### src/rtl/perf_monitor.sv
// rtl/perf_monitor.sv - cycle, retire and event counters for cpu_pipelined with watchdog and registered read port.
// Optional PERF_EXEC_TIME_EN builds the execution-time register (cycles * CLK_PERIOD_PS).
module perf_monitor #(
  parameter int NUM_EVENTS    = 4,
  parameter int CNT_WIDTH     = 64,
  parameter int MAX_CYCLES    = 0,
  parameter int CLK_PERIOD_PS = 10000,
  parameter int SEL_W         = 3
) (
  input  logic                  clk,
  input  logic                  reset,
  input  logic                  start,
  input  logic                  clear,
  input  logic                  end_program,
  input  logic                  retire,
  input  logic [NUM_EVENTS-1:0] event_in,
  input  logic [SEL_W-1:0]      rd_sel,
  output logic [CNT_WIDTH-1:0]  rd_data,
  output logic                  running,
  output logic                  done,
  output logic                  timeout,
  output logic [NUM_EVENTS+1:0] ovf
);

  localparam int NUM_CNT = NUM_EVENTS + 2;
  localparam logic [CNT_WIDTH-1:0] CNT_ONE = {{(CNT_WIDTH-1){1'b0}}, 1'b1};
  localparam logic [CNT_WIDTH-1:0] WD_LIMIT = CNT_WIDTH'(MAX_CYCLES);

  if ((1 << SEL_W) < NUM_EVENTS + 3 || CLK_PERIOD_PS <= 0) begin : g_bad_params
    $error("perf_monitor: invalid parameters");
  end

  typedef enum logic [1:0] {
    S_IDLE,
    S_RUN,
    S_DONE,
    S_TIMEOUT
  } state_t;

  state_t state_q, state_d;
  logic   zero_cnt;
  logic   count_en;
  logic   wd_hit;

  logic [CNT_WIDTH-1:0] cnt_q [NUM_CNT];
  logic [CNT_WIDTH-1:0] cyc_next;
  logic [NUM_CNT-1:0]   inc;
  logic [CNT_WIDTH-1:0] exec_time;
  logic [CNT_WIDTH-1:0] rd_next;

  // Slot 0 counts every RUN cycle; slot 1 retires; slots 2.. are the generic events.
  assign inc      = {event_in, retire, 1'b1};
  assign cyc_next = (&cnt_q[0]) ? cnt_q[0] : cnt_q[0] + CNT_ONE;
  assign wd_hit   = (MAX_CYCLES != 0) && (cyc_next == WD_LIMIT);

  always_comb begin
    state_d  = state_q;
    zero_cnt = 1'b0;
    count_en = 1'b0;
    if (clear) begin
      state_d  = S_IDLE;
      zero_cnt = 1'b1;
    end else begin
      case (state_q)
        S_IDLE: begin
          if (start) begin
            state_d  = S_RUN;
            zero_cnt = 1'b1;
          end
        end
        S_RUN: begin
          count_en = 1'b1;
          if (end_program) begin
            state_d = S_DONE;
          end else if (wd_hit) begin
            state_d = S_TIMEOUT;
          end
        end
        S_DONE, S_TIMEOUT: begin
          if (start) begin
            state_d  = S_RUN;
            zero_cnt = 1'b1;
          end
        end
        default: state_d = S_IDLE;
      endcase
    end
  end

  always_ff @(posedge clk or negedge reset) begin
    if (!reset) begin
      state_q <= S_IDLE;
      ovf     <= '0;
      for (int i = 0; i < NUM_CNT; i++) begin
        cnt_q[i] <= '0;
      end
    end else begin
      state_q <= state_d;
      if (zero_cnt) begin
        ovf <= '0;
        for (int i = 0; i < NUM_CNT; i++) begin
          cnt_q[i] <= '0;
        end
      end else if (count_en) begin
        for (int i = 0; i < NUM_CNT; i++) begin
          if (inc[i]) begin
            if (&cnt_q[i]) begin
              ovf[i] <= 1'b1;
            end else begin
              cnt_q[i] <= cnt_q[i] + CNT_ONE;
            end
          end
        end
      end
    end
  end

`ifdef PERF_EXEC_TIME_EN
  localparam logic [CNT_WIDTH-1:0] PERIOD = CNT_WIDTH'(CLK_PERIOD_PS);

  logic fin_q;

  // The frozen cycle count is only stable the cycle after the run ends, so the load trails by one.
  always_ff @(posedge clk or negedge reset) begin
    if (!reset) begin
      fin_q     <= 1'b0;
      exec_time <= '0;
    end else begin
      fin_q <= (state_q == S_RUN) && ((state_d == S_DONE) || (state_d == S_TIMEOUT));
      if (zero_cnt) begin
        exec_time <= '0;
      end else if (fin_q) begin
        exec_time <= cnt_q[0] * PERIOD;
      end
    end
  end
`else
  assign exec_time = '0;
`endif

  always_comb begin
    rd_next = '0;
    for (int i = 0; i < NUM_CNT; i++) begin
      if (rd_sel == SEL_W'(i)) begin
        rd_next = cnt_q[i];
      end
    end
    if (rd_sel == SEL_W'(NUM_EVENTS + 2)) begin
      rd_next = exec_time;
    end
  end

  always_ff @(posedge clk or negedge reset) begin
    if (!reset) begin
      rd_data <= '0;
    end else begin
      rd_data <= rd_next;
    end
  end

  assign running = (state_q == S_RUN);
  assign done    = (state_q == S_DONE);
  assign timeout = (state_q == S_TIMEOUT);

endmodule

### config.mk
export PLATFORM = sky130hd
export DESIGN_NAME = perf_monitor
export DESIGN_NICKNAME = d
export VERILOG_FILES = /design/src/rtl/perf_monitor.sv
export SDC_FILE = /design/constraint.sdc
export NUM_CORES = 1
export LEC_CHECK = 0
export CAP_MARGIN = 5
export CELL_PAD_IN_SITES_DETAIL_PLACEMENT = 2
export CELL_PAD_IN_SITES_GLOBAL_PLACEMENT = 2
export CORE_MARGIN = 8
export CORE_UTILIZATION = 39
export CTS_CLUSTER_SIZE = 10
export DETAILED_ROUTE_END_ITERATION = 8
export GPL_TIMING_DRIVEN = 0
export HOLD_SLACK_MARGIN = 0.05
export MAX_ROUTING_LAYER = met4
export PLACE_DENSITY_LB_ADDON = 0.1
export SETUP_SLACK_MARGIN = 0.2
export SKIP_CTS_REPAIR_TIMING = 1
export SYNTH_ARGS = -nofsm -noshare
export SYNTH_HDL_FRONTEND = slang
export SYNTH_SLANG_ARGS = --single-unit
### constraint.sdc
create_clock -name clk -period 3.5 [get_ports clk]
set_input_delay 0.525 -clock clk [delete_from_list [all_inputs] [get_ports clk]]
set_output_delay 0.525 -clock clk [all_outputs]
set_load 0.05 [all_outputs]
# Word level (Yosys, flattened, before mapping)
# Index checks and enable logic that the tools add are counted.
[totals] regBits=456 inputBits=13 word_cells=113
[classes] add_sub_neg=6 eq_ne=17 reduce_logical=34 muxes=42
[op_table] cell="64-bit two-way mux" count=18
[op_table] cell="384-bit two-way mux" count=2
[op_table] cell="64-bit by 1-bit adder with 64-bit output (second input constant)" count=6
[op_table] cell="64-bit AND reduction" count=6
[op_table] cell="3-bit AND reduction" count=10
[op_table] cell="2-bit nonzero test" count=12
[op_table] cell="1-bit two-way mux" count=16
[op_table] cell="6-bit two-way mux" count=2
[op_table] cell="2-bit inequality test (second input constant)" count=6
[op_table] cell="3-bit equality test (second input constant)" count=3
[op_table] cell="3-bit by 2-bit equality test with 1-bit output (second input constant)" count=2
[op_table] cell="2-bit two-way mux" count=3
[op_table] cell="2-bit AND reduction" count=3
[op_table] cell="2-bit equality test (second input constant)" count=2
[op_table] cell="2-bit one-hot mux with 2 select lines" count=1
[op_table] cell="3-bit by 1-bit equality test with 1-bit output (second input constant)" count=1
[op_table] cell="3-bit logical NOT" count=1
[op_table] cell="3-bit by 1-bit inequality test with 1-bit output (second input constant)" count=1
[op_table] cell="3-bit inequality test (second input constant)" count=1
[op_table] cell="3-bit OR reduction" count=1
[op_table] cell="2-bit by 1-bit equality test with 1-bit output (second input constant)" count=1
[op_table] cell="2-bit logical NOT" count=1

# Depth between registers and ports, before layout
[depth] word_depth=8 depth_mapped=11

# Worst setup path before layout
# Ideal clock, no wire load.
[synth_path] path_type="register to register" start="register state_q[1]" end="register cnt_q[236] (netlist bit)" stages_incl_launch_ff=10 arrival_ns=2.774 setup_slack_ns=0.594 setup_time_ns=0.132 n_path_buf=2 cell_sequence="dfrtp_1 -> nand2b_1 -> clkbuf_1 -> inv_2 -> clkbuf_1 -> o2111ai_1 -> nor3_1 -> nand4_1 -> xor2_1 -> nor2_1"
[synth_between] word_cells_on_any_way=14
[synth_rtl] item="start: declaration" line="40" source="state_t state_q, state_d;"
[synth_rtl] item="start signal: assignment" line="98" source="state_q <= state_d;"
[synth_rtl] item="2-bit by 1-bit equality test with 1-bit output"
[synth_rtl] item="net running" line="19" source="output logic running,"
[synth_rtl] item="1-bit two-way mux" line="64" source="case (state_q)"
[synth_rtl] item="1-bit two-way mux" line="60" source="if (clear) begin"
[synth_rtl] item="2-bit nonzero test (no line)"
[synth_rtl] item="3-bit AND reduction (no line)"
[synth_rtl] item="end signal: indexed assignment" line="110" source="cnt_q[i] <= cnt_q[i] + CNT_ONE;"
[synth_rtl] item="end: declaration" line="45" source="logic [CNT_WIDTH-1:0] cnt_q [NUM_CNT];"
# The timed path passes the listed nets, and every way through them passes these cells.
# A chain may end at the register's enable or synchronous reset.

# Worst setup path after layout
[layout_path] start="input rd_sel[0]" end="register rd_data[50]"
[layout_between] elab_chain_len=8 word_cells_on_any_way=14
[layout_rtl] item="start: declaration" line="17" source="input logic [SEL_W-1:0] rd_sel,"
[layout_rtl] item="3-bit logical NOT" line="144" source="if (rd_sel == SEL_W'(i)) begin"
[layout_rtl] item="64-bit two-way mux (6 in a row)" line="144"
[layout_rtl] item="64-bit two-way mux *" line="148" source="if (rd_sel == SEL_W'(NUM_EVENTS + 2)) begin"
[layout_rtl] item="net rd_next[50]" line="49" source="logic [CNT_WIDTH-1:0] rd_next;"
[layout_rtl] item="end signal: assignment" line="157" source="rd_data <= rd_next;"
[layout_rtl] item="end: declaration" line="18" source="output logic [CNT_WIDTH-1:0] rd_data,"
# Mark *: on every way through the listed nets, which the timed path passes. The rest lies on a longest branch.

==> out/metrics.cfg <==
[detailed_routing]
ant_nets=0
drc=0
wl_um=133000
via_per_inst=6.57
drtPass1Iterations=5
vias=27700
wl_per_cell_um=31.5
drt_iter0_markers=1974

[synth]
synth_compound_area_share_pct=21.6
syn_area_mm2=0.0271
yosysTopAreaCell=dfrtp_1
synth_edf_count=0
synth_top_family_by_area=simple AND/OR/NAND/NOR gates
synth-seq-area-share_pct=42.1
synthAdderAreaFrac_pct=0.277
ys_warn_count=0
synthXorXnorAreaFrac_pct=3.78
ys.flop_type=dfrtp_1
avgSynthCellArea_um2=8.79
synth_top_cell_area_share_pct=42.1
syn_inst=3085
yosys.area_share.simple_pct=27.1
yosys-top-cells-area=dfrtp_1 (42%), a221o_1 (4.7%), a21oi_1 (4.6%)
synth_mux_area_share_pct=1.68
synth.distinct_cells=64
synth_fp_nets=3104
async_flop_share_pct=100
synth-seq-cells=456

[sta]
relSlewSlack_pct=16.6
skew_ps=20.7
fmax_mhz=298
layout_min_cycle_time_ps=3360
holdWs_ps=269
rsz0062_at_grt=yes
drv_slew=0
hold_viol=0
fin_crit_sh_pct=95.9
setup_ws_ps=143
tightest_slew_ps=1250
setup_viol=0

[outcome]
status=completed

[power_and_ir_drop]
p_clk_share_pct=47.9
comb_power_share_pct=7.2
finalPower_mw=11.8
p_switching_mw=3.15
peakVddDrop_v=0.000347
internal-power_mw=8.64
seq_power_share_pct=44.9
switching_share_pct=26.7
power_leakage_nw=11.6
powerDensity_mw_per_mm2=374

[hold_path]
hp-class=in -> reg
hold_start=clear

[floorplanning]
row_count=96
die_y_um=280
ioPinCount=86
die-width_um=280
initial_core_util_pct=39.5
dieArea_mm2=0.0782
core_mm2=0.0687

[global_routing]
grt_usage_pct=33.9
grt_max_degree=112
grt_busiest_layer=met2
met1_usage_pct=41.2
grt_util_met3_pct=3.52
use_met2_pct=56.8
grt_pass1_wl_um=196000
antenna_found_initial=2
grt_overflow=0
grt_pass1_vias=29500

[critical_path]
startpoint_type=input port
reg2reg_from=cnt_q[88]$_DFFE_PN0P_
ff2ff_setup_slack_ps=210
cp-end-kind=flip-flop
critPathArrivalTime_ps=3890
startpoint=rd_sel[0]
crit_fanout=10
criticalPathCategory=in -> reg
critPathRequiredTime_ps=4030

[layout]
area_delta_synth_final_pct=16.4
drive_gt1_share_pct=7.39
fin_nets=3273
fin_cells=4223
fin_area_mm2=0.0316

[cts]
cts_buffer_depth=3
cts_buffers=56
root_buffer=clkbuf_16
cts_tree=done
worst_skew_pair.late_latency_ps=630
clkSinkCount=456
h-tree-depth=2
cts.clk_slew.worst_paths_ps=60

[placement]
place_congestion=0.991
place_area_mm2=0.0293
portBuffers=81
place_ws_ps=-1380
dp.cells=4107
hpwl_um=101000

[run]
max_cap_violations=0

-- final cells by class --
class | count | area (um2)
fillers | 7513 | 37100
multi-input cells | 2381 | 15100
flip-flops and latches | 456 | 11400
clock buffers | 89 | 1680
well taps | 931 | 1160
repair buffers | 112 | 1150
plain buffers | 208 | 895
inverters | 39 | 149
clock inverters | 3 | 15.0
diodes | 4 | 10.0
-- cell usage after synthesis (4+ instances only) --
cell type / number
a21oi_1: 250
a21o_1: 5
ha_1: 6
or4b_2: 4
o311ai_0: 8
nor3b_1: 4
a221o_1: 126
o21ai_1: 30
mux2i_1: 42
and4_1: 40
nor3_1: 76
clkbuf_1: 189
nand3_1: 175
dfrtp_1: 456
buf_1: 6
nand4_1: 133
a31o_2: 4
or2_2: 11
inv_1: 38
nand2b_1: 49
o21a_1: 5
nor4b_1: 7
o2111ai_1: 5
a211oi_1: 7
or3_1: 104
a22o_1: 126
nand2_1: 253
xnor2_1: 36
o211ai_1: 38
o31ai_1: 84
buf_2: 12
and2_1: 33
nor2_1: 264
xor2_1: 81
and3_1: 53
a31oi_1: 10
o41ai_1: 11
nor4_1: 57
a41o_1: 6
o21ai_0: 99
or4_1: 102
-- registers in the layout, summed over array words and instances, names as in the netlist --
signal and count:
cnt_q 384, rd_data 64, ovf 6, state_q 2
-- critical path, cell delays in order --
cell and delay [ps]:
clkbuf_1 530, nor3b_1 650, clkbuf_1 640, clkbuf_1 490, a22o_1 330, a221o_1 310, a22o_1 190, a221o_1 210
-- logic make-up (layout without fill, tap and decap cells) --
group / count (synthesis) / in the layout
and+or+nand+nor: 1380 / 1380
AOI/OAI and AO/OA: 832 / 833
DFF: 456 / 456
buffers and inverters: 249 / 451
xor gates and xnor gates: 117 / 117
muxes: 45 / 45
adders and majority gates: 6 / 6
other: 0 / 4
-- metal layers --
layer / up-vias / wire length [um]
li1: 12200 / -
met1: 14500 / 55400
met2: 815 / 65300
met3: 318 / 5380
met4: 0 / 7190
met5: - / 0
-- worst paths after layout --
path | end | cells after the start
min | state_q[1]$_DFFE_PN0P_ | 2
min reg2reg | ovf[1]$_DFFE_PN0P_ | 2
min in group asynchronous | cnt_q[9]$_DFFE_PN0P_ | 2
max in group asynchronous | cnt_q[125]$_DFFE_PN0P_ | 4
max reg2reg | cnt_q[87]$_DFFE_PN0P_ | 9
max | rd_data[50]$_DFF_PN0_ | 8
-- power groups by stage --
stage          logic [mW]  registers, mW  clock network [mW]
6_report            0.849           5.30                5.65
5_1_grt             0.888           5.30                5.89
4_1_cts             0.825           5.30                5.74
3_5_place_dp        0.820           5.40                   0
3_3_place_gp        0.772           5.41                   0
2_1_floorplan       0.312           5.40                   0
-- per-stage QoR --
stage          utilization (%)   TNS, ps
2_1_floorplan                -         0
3_3_place_gp              42.3  -8994360
3_5_place_dp              42.6   -221000
4_1_cts                   45.1   -205590
5_1_grt                   45.9         0
6_report                  45.9         0
-- cells in the final DEF, fill, tap and decap left out, types with 40 or more instances in the layout --
cell type | synthesis | final
a21oi_1 | 250 | 249
or4_1 | 102 | 102
clkbuf_2 | 0 | 42
and3_1 | 53 | 53
xor2_1 | 81 | 81
a22o_1 | 126 | 126
a221o_1 | 126 | 126
o31ai_1 | 84 | 81
clkbuf_16 | 0 | 57
nor3_1 | 76 | 69
o21ai_0 | 99 | 99
nand3_1 | 175 | 175
clkdlybuf4s50_1 | 0 | 79
nand2_1 | 253 | 252
nor4_1 | 57 | 41
nor2_1 | 264 | 260
nand2b_1 | 49 | 49
and4_1 | 40 | 40
or3_1 | 104 | 104
dfrtp_1 | 456 | 453
mux2i_1 | 42 | 42
clkbuf_1 | 189 | 159
nand4_1 | 133 | 133
No activity file was read; power rests on OpenSTA's default activity.
